**src/rtl/mips_pkg.sv**
```systemverilog
// Shared fetch-stage types and constants for the MIPS core.
package mips_pkg;

    typedef enum logic [0:0] {
        FETCH   = 1'b0,
        DELIVER = 1'b1
    } fetch_state_t;

    localparam logic [31:0] PC_ALIGN_MASK    = 32'hFFFF_FFFC;
    localparam logic [31:0] RESET_PC_DEFAULT = 32'h0000_0000;

endpackage

```
**src/rtl/pc_fetch_sequencer_if.sv**
```systemverilog
// Fetch-stage bundle: instruction-memory handshake plus decode/redirect signals.
interface pc_fetch_if #(
    parameter int WIDTH = 32
);
    logic             imem_req;
    logic [WIDTH-1:0] imem_addr;
    logic             imem_ack;
    logic [WIDTH-1:0] imem_rdata;
    logic             stall;
    logic             branch_taken;
    logic [WIDTH-1:0] branch_target;
    logic             jump;
    logic [WIDTH-1:0] jump_target;
    logic             instr_valid;
    logic [WIDTH-1:0] instr;
    logic [WIDTH-1:0] instr_pc;

    modport master (
        output imem_req, imem_addr, instr_valid, instr, instr_pc,
        input  imem_ack, imem_rdata, stall, branch_taken, branch_target,
               jump, jump_target
    );

    modport slave (
        input  imem_req, imem_addr, instr_valid, instr, instr_pc,
        output imem_ack, imem_rdata, stall, branch_taken, branch_target,
               jump, jump_target
    );
endinterface

```
**src/rtl/pc_multiplexer.sv**
```systemverilog
// Next-PC select between the sequential address and a redirect target.
module pc_multiplexer #(
    parameter int WIDTH = 32
) (
    input  logic             sel_redirect_i,
    input  logic [WIDTH-1:0] pc_seq_i,
    input  logic [WIDTH-1:0] pc_redirect_i,
    output logic [WIDTH-1:0] pc_next_o
);
    assign pc_next_o = sel_redirect_i ? pc_redirect_i : pc_seq_i;
endmodule

```
**src/rtl/pcplus4.sv**
```systemverilog
// Sequential PC incrementer; wraps modulo 2^WIDTH.
module pcplus4 #(
    parameter int WIDTH = 32
) (
    input  logic [WIDTH-1:0] pc_i,
    output logic [WIDTH-1:0] pc_plus4_o
);
    assign pc_plus4_o = pc_i + WIDTH'(4);
endmodule

```
**src/rtl/pc_fetch_sequencer.sv**
```systemverilog
// Fetch sequencer: owns the PC, handshakes with instruction memory, delivers
// one instruction at a time to decode and applies branch/jump redirects.
//
// state   | meaning
// FETCH   | imem_req high at pc; waiting for imem_ack
// DELIVER | instr/instr_pc valid to decode; held while stall
module pc_fetch_sequencer
    import mips_pkg::*;
#(
    parameter int               WIDTH    = 32,
    parameter logic [WIDTH-1:0] RESET_PC = WIDTH'(RESET_PC_DEFAULT)
) (
    input  logic       clk,
    input  logic       reset,
    pc_fetch_if.master bus
);
    localparam logic [WIDTH-1:0] ALIGN = {{(WIDTH-2){1'b1}}, PC_ALIGN_MASK[1:0]};

    fetch_state_t     state_q, state_d;
    logic [WIDTH-1:0] pc_q, pc_d;
    logic             pend_q, pend_d;
    logic [WIDTH-1:0] pend_tgt_q, pend_tgt_d;
    logic [WIDTH-1:0] instr_q, instr_d;
    logic [WIDTH-1:0] instr_pc_q, instr_pc_d;

    logic             redirect;
    logic [WIDTH-1:0] redir_tgt;
    logic [WIDTH-1:0] newest_tgt;
    logic [WIDTH-1:0] pc_plus4;
    logic [WIDTH-1:0] pc_next;

    assign redirect   = bus.branch_taken | bus.jump;
    assign redir_tgt  = (bus.branch_taken ? bus.branch_target : bus.jump_target) & ALIGN;
    // A redirect seen this cycle is younger than anything already pending.
    assign newest_tgt = redirect ? redir_tgt : pend_tgt_q;

    pcplus4 #(.WIDTH(WIDTH)) u_pcplus4 (
        .pc_i       (pc_q),
        .pc_plus4_o (pc_plus4)
    );

    pc_multiplexer #(.WIDTH(WIDTH)) u_pc_mux (
        .sel_redirect_i (redirect || (state_q == FETCH)),
        .pc_seq_i       (pc_plus4),
        .pc_redirect_i  (newest_tgt),
        .pc_next_o      (pc_next)
    );

    always_comb begin
        state_d    = state_q;
        pc_d       = pc_q;
        pend_d     = pend_q;
        pend_tgt_d = pend_tgt_q;
        instr_d    = instr_q;
        instr_pc_d = instr_pc_q;
        case (state_q)
            FETCH: begin
                if (bus.imem_ack) begin
                    if (redirect || pend_q) begin
                        pc_d   = pc_next;
                        pend_d = 1'b0;
                    end else begin
                        instr_d    = bus.imem_rdata;
                        instr_pc_d = pc_q;
                        state_d    = DELIVER;
                    end
                end else if (redirect) begin
                    // imem_addr must stay put until the ack, so park the target.
                    pend_d     = 1'b1;
                    pend_tgt_d = redir_tgt;
                end
            end
            DELIVER: begin
                if (redirect || !bus.stall) begin
                    pc_d    = pc_next;
                    state_d = FETCH;
                end
            end
            default: state_d = FETCH;
        endcase
    end

    always_ff @(posedge clk) begin
        if (reset) begin
            state_q    <= FETCH;
            pc_q       <= RESET_PC;
            pend_q     <= 1'b0;
            pend_tgt_q <= '0;
            instr_q    <= '0;
            instr_pc_q <= '0;
        end else begin
            state_q    <= state_d;
            pc_q       <= pc_d;
            pend_q     <= pend_d;
            pend_tgt_q <= pend_tgt_d;
            instr_q    <= instr_d;
            instr_pc_q <= instr_pc_d;
        end
    end

    assign bus.imem_req    = (state_q == FETCH) && !reset;
    assign bus.imem_addr   = reset ? RESET_PC : pc_q;
    assign bus.instr_valid = (state_q == DELIVER) && !reset;
    assign bus.instr       = instr_q;
    assign bus.instr_pc    = instr_pc_q;

endmodule
```
**src/flat_wrapper.sv**
```systemverilog
// flat-port wrapper written by rule: the top's interface ports become plain ports
module pc_fetch_sequencer_flat import mips_pkg::*;
#(
    parameter int               WIDTH    = 32,
    parameter logic [WIDTH-1:0] RESET_PC = WIDTH'(RESET_PC_DEFAULT)
)
  (clk, reset, bus_imem_req, bus_imem_addr, bus_instr_valid, bus_instr, bus_instr_pc, bus_imem_ack, bus_imem_rdata, bus_stall, bus_branch_taken, bus_branch_target, bus_jump, bus_jump_target);
  pc_fetch_if #(.WIDTH(WIDTH)) bus_i ();
  input  logic clk;
  input  logic reset;
  output wire logic [$bits(bus_i.imem_req)-1:0] bus_imem_req;
  output wire logic [$bits(bus_i.imem_addr)-1:0] bus_imem_addr;
  output wire logic [$bits(bus_i.instr_valid)-1:0] bus_instr_valid;
  output wire logic [$bits(bus_i.instr)-1:0] bus_instr;
  output wire logic [$bits(bus_i.instr_pc)-1:0] bus_instr_pc;
  input wire logic [$bits(bus_i.imem_ack)-1:0] bus_imem_ack;
  input wire logic [$bits(bus_i.imem_rdata)-1:0] bus_imem_rdata;
  input wire logic [$bits(bus_i.stall)-1:0] bus_stall;
  input wire logic [$bits(bus_i.branch_taken)-1:0] bus_branch_taken;
  input wire logic [$bits(bus_i.branch_target)-1:0] bus_branch_target;
  input wire logic [$bits(bus_i.jump)-1:0] bus_jump;
  input wire logic [$bits(bus_i.jump_target)-1:0] bus_jump_target;
  assign bus_imem_req = bus_i.imem_req;
  assign bus_imem_addr = bus_i.imem_addr;
  assign bus_instr_valid = bus_i.instr_valid;
  assign bus_instr = bus_i.instr;
  assign bus_instr_pc = bus_i.instr_pc;
  assign bus_i.imem_ack = bus_imem_ack;
  assign bus_i.imem_rdata = bus_imem_rdata;
  assign bus_i.stall = bus_stall;
  assign bus_i.branch_taken = bus_branch_taken;
  assign bus_i.branch_target = bus_branch_target;
  assign bus_i.jump = bus_jump;
  assign bus_i.jump_target = bus_jump_target;
  pc_fetch_sequencer #(.WIDTH(WIDTH), .RESET_PC(RESET_PC)) u_core (.clk(clk), .reset(reset), .bus(bus_i));
endmodule
```
**config.mk**
```make
export PLATFORM = sky130hd
export DESIGN_NAME = pc_fetch_sequencer_flat
export DESIGN_NICKNAME = d
export VERILOG_FILES = /design/src/rtl/mips_pkg.sv /design/src/rtl/pc_fetch_sequencer_if.sv /design/src/rtl/pc_multiplexer.sv /design/src/rtl/pcplus4.sv /design/src/rtl/pc_fetch_sequencer.sv /design/src/flat_wrapper.sv
export SDC_FILE = /design/constraint.sdc
export NUM_CORES = 1
export LEC_CHECK = 0
export ABC_AREA = 0
export CAP_MARGIN = 20
export CORE_MARGIN = 5
export CORE_UTILIZATION = 47
export DETAILED_ROUTE_END_ITERATION = 12
export MAX_ROUTING_LAYER = met4
export PLACE_DENSITY = 0.82
export SLEW_MARGIN = 20
export SYNTH_ARGS = -nofsm -noshare
export SYNTH_HDL_FRONTEND = slang
export SYNTH_SLANG_ARGS = --single-unit
```
**constraint.sdc**
```tcl
create_clock -name clk -period 2.8 [get_ports clk]
set_input_delay 0.84 -clock clk [delete_from_list [all_inputs] [get_ports clk]]
set_output_delay 0.84 -clock clk [all_outputs]
set_load 0.02 [all_outputs]
```
==> results of run 1 <==
-- routing by layer --
| metal | part of all wire | global-route usage | vias up |
|---|---|---|---|
| met5 | 0 | - | - |
| met4 | 0.022 | 0.08644 | 0 |
| met3 | 0.089 | 0.05342 | 39 |
| met2 | 0.44 | 0.3422 | 327 |
| met1 | 0.45 | 0.3390 | 3066 |
| li1 | - | - | 3362 |
-- timing repair --
item	4_1_cts	5_1_grt
resized for setup	0	3
setup endpoints to repair	0	3
hold endpoints to repair	0	0
-- logic make-up after synthesis --
group,share of synthesized area
and+or+nand+nor,0.3168
AOI/OAI and AO/OA,0.2204
DFF,0.4021
buffers and inverters,0.04949
muxes,0.009279
adders and majority gates,0.001933
-- cells in the final DEF, fill, tap and decap left out, drive strengths merged, types with 3 or more instances in the layout --
cell	count
nand2	175
nor2b	36
nor2	67
inv	11
and3	6
nor3	22
a311oi	28
dfxtp	130
nand2b	31
a211oi	6
nor4	6
a21oi	116
nor3b	26
clkbuf	19
bufinv	3
and4	4
o21ai	52
buf	28
mux2i	6
a31oi	12
nand3	15
nand4	10
clkdlybuf4s50	189
dlymetal6s2s	3
clkinv	3
o31ai	6
-- through the flow --
stage,std cells,hold WS (ns),util,setup WS (ns),area [sq um]
3_3_place_gp,1188,0.4407,0.6458,0.02061,8620
5_1_grt,1220,0.4670,0.6924,0.0009330,9243
3_5_place_dp,1188,0.4453,0.6458,0.02034,8620
6_report,1220,0.4521,0.6924,0.03534,9243
4_1_cts,1220,0.4537,0.6919,0.007754,9235
2_1_floorplan,867,0.4542,-,0.4243,6472
-- report_power, final --
part	switching (uW)	total, uW	internal [uW]
logic	368	721	353
clock network	861	2300	1440
registers	92.6	2030	1940
total	1320	5050	3730
-- worst paths after layout --
kind | to | slack, ns | cells past startpoint
worst max-delay path | bus_imem_addr[25] | 0.04 | 4
worst min-delay path | u_core.bus.instr_pc[14]$_SDFFE_PP0P_ | 0.45 | 2
worst max register to register | u_core.pc_q[22]$_SDFFE_PP0P_ | 0.52 | 6
worst min register to register | u_core.bus.instr_pc[14]$_SDFFE_PP0P_ | 0.45 | 2
-- sequential cells by signal, summed over array words and instances (netlist names) --
signal               count
u_core.pc_q             32
u_core.pend_q            1
u_core.bus.instr_pc     32
u_core.bus.instr        32
u_core.state_q           1
u_core.pend_tgt_q       32
-- critical path, stage by stage --
cell and delay [ns]:
buf_4 0.16, buf_12 0.16, nor2b_1 0.13, clkdlybuf4s50_1 0.62
-- layout make-up --
cell class,count,share of cell area
multi-input combinational,657,0.3855
sequential,130,0.2816
timing repair buffer,220,0.2404
clock buffer,19,0.04792
tap,176,0.02383
clock inverter,13,0.01868
inverter,5,0.002031
==> results.py, run 1 <==
metrics = {
    "worst_setup_path": {
        "startpoint": "reset",
        "end_kind": "output port",
        "cp_max_fo": 27,
        "rr_startpoint": "u_core.pc_q[3]$_SDFFE_PP0P_",
        "crit_required_ns": 1.96,
        "start_kind": "input pin",
        "crit_type": "in -> out",
        "cp.arrival_ns": 1.92,
    },
    "global_route": {
        "antenna_found_initial": 0,
        "grt_util_all_layers": 0.2419,
        "grt.overflow.total": 0,
        "grt_max_degree": 91,
        "first_global_vias": 6130,
        "grt_pass1_wl_microns": 31150,
    },
    "synth": {
        "syn_area_per_cell_sq_um": 7.465,
        "synth_seq_cells": 130,
        "syn-cell-area_sq_mm": 0.006472,
        "yosys-top-cells-area": "dfxtp_1 40%, nand2_1 10%, a21oi_1 9.0%, o21ai_0 4.0%, nor2_1 3.8%",
        "synthCells": 867,
        "yosysMostFrequentCell": "nand2_1",
        "synth.distinct_cells": 55,
        "ys_warn_count": 0,
        "yosysTopAreaCell": "dfxtp_1",
        "synth_top_area_frac": 0.4021,
        "yosys_most_used_dff": "dfxtp_1",
        "synth_nets": 970,
        "synthArstFlopShare": 0,
        "yosysSeqAreaShare": 0.4021,
        "synth-edff-count": 0,
        "synthTopCellsByCount": "175 x nand2_1, 130 x dfxtp_1, 116 x a21oi_1, 66 x nor2_1, 52 x o21ai_0",
    },
    "detailed_routing": {
        "drtIter0Drc": 552,
        "postRouteAntennaNets": 0,
        "wl_per_cell_microns": 16.27,
        "routed_wl_microns": 19850,
        "vias_per_cell": 5.569,
        "num_vias": 6794,
        "dr.pass1.iters": 5,
        "drc": 0,
    },
    "finish": {
        "drive_gt1_frac": 0.07280,
        "diodes": 0,
        "area_delta_synth_final_pct": 42.80,
        "multiInputGateArea_sq_mm": 0.003563,
        "fin_nets": 1134,
        "nFillCells": 1103,
        "regArea_sq_mm": 0.002603,
    },
    "floorplan": {
        "die-area_sq_mm": 0.01622,
        "dieWidth_microns": 127.4,
        "die_h_microns": 127.4,
        "coreArea_sq_mm": 0.01335,
        "io_pins": 200,
        "fp-row-count": 42,
        "initial_core_util": 0.4849,
    },
    "run_status": {
        "status": "finished clean",
    },
    "power": {
        "finalPower_uw": 5053,
        "leakage_uw": 0.003293,
        "irDropWorstVdd_v": 0.0004439,
        "power.density_mw_per_mm2": 546.7,
    },
    "clock_network": {
        "clk_pin_slew_ns": 0.06,
        "postCtsSetupBuffers": 0,
        "cts_max_path_buffers": 2,
        "tritoncts": "built",
        "hold_buffers": 0,
        "cts_root_buf": "clkbuf_16",
        "cts-buffers-inserted": 17,
        "h-tree-depth": 4,
        "cts_sinks": 130,
        "clock_latency_ns": 0.42,
    },
    "min_path": {
        "hold_start": "u_core.bus.instr_pc[14]$_SDFFE_PP0P_",
        "worstHoldPathType": "reg -> reg",
    },
    "timing": {
        "worst_pin_slew_ns": 0.6342,
        "final_max_slew_viol_count": 0,
        "hold_viol": 0,
        "layout_min_cycle_time_ns": 2.765,
        "finalSetupViolCount": 0,
        "clock-skew-final_ns": 0.006798,
        "totalNegativeSetupSlack_ns": 0,
        "max_freq_ghz": 0.3617,
        "period_share": 0.9874,
        "rsz0062_at_grt": "no",
        "slew_headroom": 0.5772,
    },
    "placement": {
        "port_buffers": 195,
        "dpl.hpwl_microns": 14040,
        "gp_congestion": 0.8480,
    },
    "run": {
        "cap_viol_max_count": 0,
    },
}
Note: power is estimated with default switching activity, not from simulation.
==> run 2, diff against run 1 <==
--- a/config.mk
+++ b/config.mk
@@ -8,10 +8,10 @@
 export ABC_AREA = 0
 export CAP_MARGIN = 20
 export CORE_MARGIN = 5
-export CORE_UTILIZATION = 47
+export CORE_UTILIZATION = 51
 export DETAILED_ROUTE_END_ITERATION = 12
 export MAX_ROUTING_LAYER = met4
-export PLACE_DENSITY = 0.82
+export PLACE_DENSITY = 0.88
 export SLEW_MARGIN = 20
 export SYNTH_ARGS = -nofsm -noshare
 export SYNTH_HDL_FRONTEND = slang
==> constraint.sdc (replaced) <==
create_clock -name clk -period 3.6 [get_ports clk]
set_input_delay 1.08 -clock clk [delete_from_list [all_inputs] [get_ports clk]]
set_output_delay 1.08 -clock clk [all_outputs]
set_load 0.02 [all_outputs]
==> run 2 against run 1 <==
Clock skew up 0.00053 ns. Sequential share of layout area rose by 0.32 points. Register-to-register slack better by 0.54 ns. Critical path depth is the same. Non-clock buffer count is 6 lower. Core utilization increased by 3.8 points. Highest routed layer unchanged. Cell area decreased by 1.1%. First-iteration DRC count is 47% higher. Worst setup slack better by 0.22 ns.
==> results.py, run 2 (same netlist as run 1, synthesis figures left out) <==
metrics = {
    "run_status": {
        "status": "finished clean",
    },
    "finish": {
        "drive_gt1_frac": 0.06647,
        "final_cell_mix": "192 x clkdlybuf4s50_1, 175 x nand2_1, 130 x dfxtp_1",
        "regArea_sq_mm": 0.002603,
        "area_delta_synth_final_pct": 41.21,
        "stdcell_count": 1210,
        "multiInputGateArea_sq_mm": 0.003563,
        "nFillCells": 971,
        "fin_nets": 1128,
        "final_common_cell": "clkdlybuf4s50_1",
        "diodes": 0,
    },
    "clock_network": {
        "clk_pin_slew_ns": 0.05,
        "h-tree-depth": 4,
        "cts_sinks": 130,
        "clock_latency_ns": 0.41,
        "postCtsSetupBuffers": 0,
        "cts-buffers-inserted": 17,
        "cts_root_buf": "clkbuf_16",
        "cts_max_path_buffers": 2,
        "hold_buffers": 0,
        "tritoncts": "built",
        "cts.repair.resized": 0,
    },
    "min_path": {
        "hold_depth": 2,
        "holdPathEnd": "u_core.bus.instr_pc[14]$_SDFFE_PP0P_",
        "hold_start": "u_core.bus.instr_pc[14]$_SDFFE_PP0P_",
        "worstHoldPathType": "reg -> reg",
    },
    "global_route": {
        "grt_max_degree": 91,
        "antenna_found_initial": 0,
        "grt.overflow.total": 0,
        "grt_pass1_wl_microns": 30130,
        "grt_util_all_layers": 0.2597,
        "first_global_vias": 5943,
    },
    "timing": {
        "totalNegativeSetupSlack_ns": 0,
        "worst_pin_slew_ns": 0.8106,
        "period_share": 0.9303,
        "clock-skew-final_ns": 0.007332,
        "finalSetupViolCount": 0,
        "layout_min_cycle_time_ns": 3.349,
        "max_freq_ghz": 0.2986,
        "rsz0062_at_grt": "no",
        "hold_viol": 0,
        "slew_headroom": 0.4596,
        "final_max_slew_viol_count": 0,
    },
    "floorplan": {
        "initial_core_util": 0.5171,
        "die_h_microns": 122.7,
        "die-area_sq_mm": 0.01504,
        "fp-row-count": 41,
        "coreArea_sq_mm": 0.01252,
        "io_pins": 200,
        "dieWidth_microns": 122.7,
    },
    "detailed_routing": {
        "vias_per_cell": 5.645,
        "drtIter0Drc": 811,
        "drc": 0,
        "routed_wl_microns": 19740,
        "postRouteAntennaNets": 0,
        "wl_per_cell_microns": 16.31,
        "dr.pass1.iters": 6,
        "num_vias": 6831,
    },
    "power": {
        "switching_share": 0.2584,
        "leakage_uw": 0.003188,
        "irDropWorstVdd_v": 0.0003160,
        "p_sw_uw": 997.9,
        "pwr-share-clk": 0.448,
        "internal-power_uw": 2864,
        "power.density_mw_per_mm2": 422.5,
        "combPwrFrac": 0.143,
        "p_seq_frac": 0.409,
    },
    "worst_setup_path": {
        "cp_max_fo": 38,
        "rr_startpoint": "u_core.state_q$_SDFF_PP0_",
        "end_kind": "output port",
        "r2r_end": "u_core.pc_q[22]$_SDFFE_PP0P_",
        "cp.arrival_ns": 2.27,
        "r2r_slack_ns": 1.06,
        "start_kind": "input pin",
        "crit_type": "in -> out",
        "r2r_cells": 4,
        "crit_required_ns": 2.52,
    },
    "placement": {
        "port_buffers": 195,
        "dpl.hpwl_microns": 13630,
        "gp_congestion": 0.8990,
        "post-place-cells": 1178,
    },
    "run": {
        "cap_viol_max_count": 0,
    },
}
==> run 2: changes by cell type in the layout (fill, tap and decap cells not counted), moves of 2 or more <==
cell,previous run,this run
buf_12,7,5
buf_4,19,15
clkdlybuf4s50_1,189,192
clkinv_2,1,3
clkinv_4,2,4
clkinvlp_4,1,3
dlymetal6s2s_1,3,0
inv_6,6,0
==> run 2: metal layers <==
metal,global-route usage,share of wire,vias up
met5,-,0,-
met4,0.08118,0.018,0
met3,0.05530,0.097,34
met2,0.3827,0.46,329
met1,0.3578,0.43,3111
li1,-,-,3357
==> run 2: power by group through the flow <==
| stage | Sequential [uW] | Clock (uW) | Combinational, uW |
|---|---|---|---|
| floorplan | 1600 | 0 | 289 |
| global route | 1590 | 1820 | 595 |
| CTS | 1580 | 1740 | 548 |
| finish | 1580 | 1730 | 550 |
| global placement | 1600 | 0 | 534 |
| detailed placement | 1610 | 0 | 543 |
==> run 2: worst max path at each step <==
stage,start,endpoint,slack [ns],cells after the start
2_1_floorplan,reset,bus_imem_addr[16],0.74,3
3_3_place_gp,reset,bus_imem_addr[27],0.26,4
3_5_place_dp,reset,bus_imem_addr[27],0.24,4
4_1_cts,reset,bus_imem_addr[27],0.24,4
5_1_grt,reset,bus_imem_addr[27],0.22,4
6_report,reset,bus_imem_addr[27],0.25,4
==> run 2: layout make-up <==
type	count	share of cell area
clock inverter	13	0.01780
clock buffer	19	0.04736
multi-input combinational	657	0.3899
timing repair buffer	214	0.2346
sequential	130	0.2847
tap	172	0.02355
inverter	5	0.002053
==> run 2: worst max-delay path, stage by stage <==
cell and delay [ns]:
buf_4 0.19, buf_12 0.19, nor2b_1 0.17, clkdlybuf4s50_1 0.63
==> run 2: stage by stage <==
stage / hold slack [ns] / utilization / power (uW) / area (sq um) / setup WS (ns)
6_report: 0.4494 / 0.7302 / 3862 / 9140 / 0.2508
3_3_place_gp: 0.4394 / 0.6826 / 2139 / 8544 / 0.2608
4_1_cts: 0.4530 / 0.7302 / 3869 / 9140 / 0.2360
2_1_floorplan: 0.4542 / - / 1885 / 6472 / 0.7443
3_5_place_dp: 0.4451 / 0.6826 / 2150 / 8544 / 0.2383
5_1_grt: 0.4638 / 0.7302 / 4006 / 9140 / 0.2169
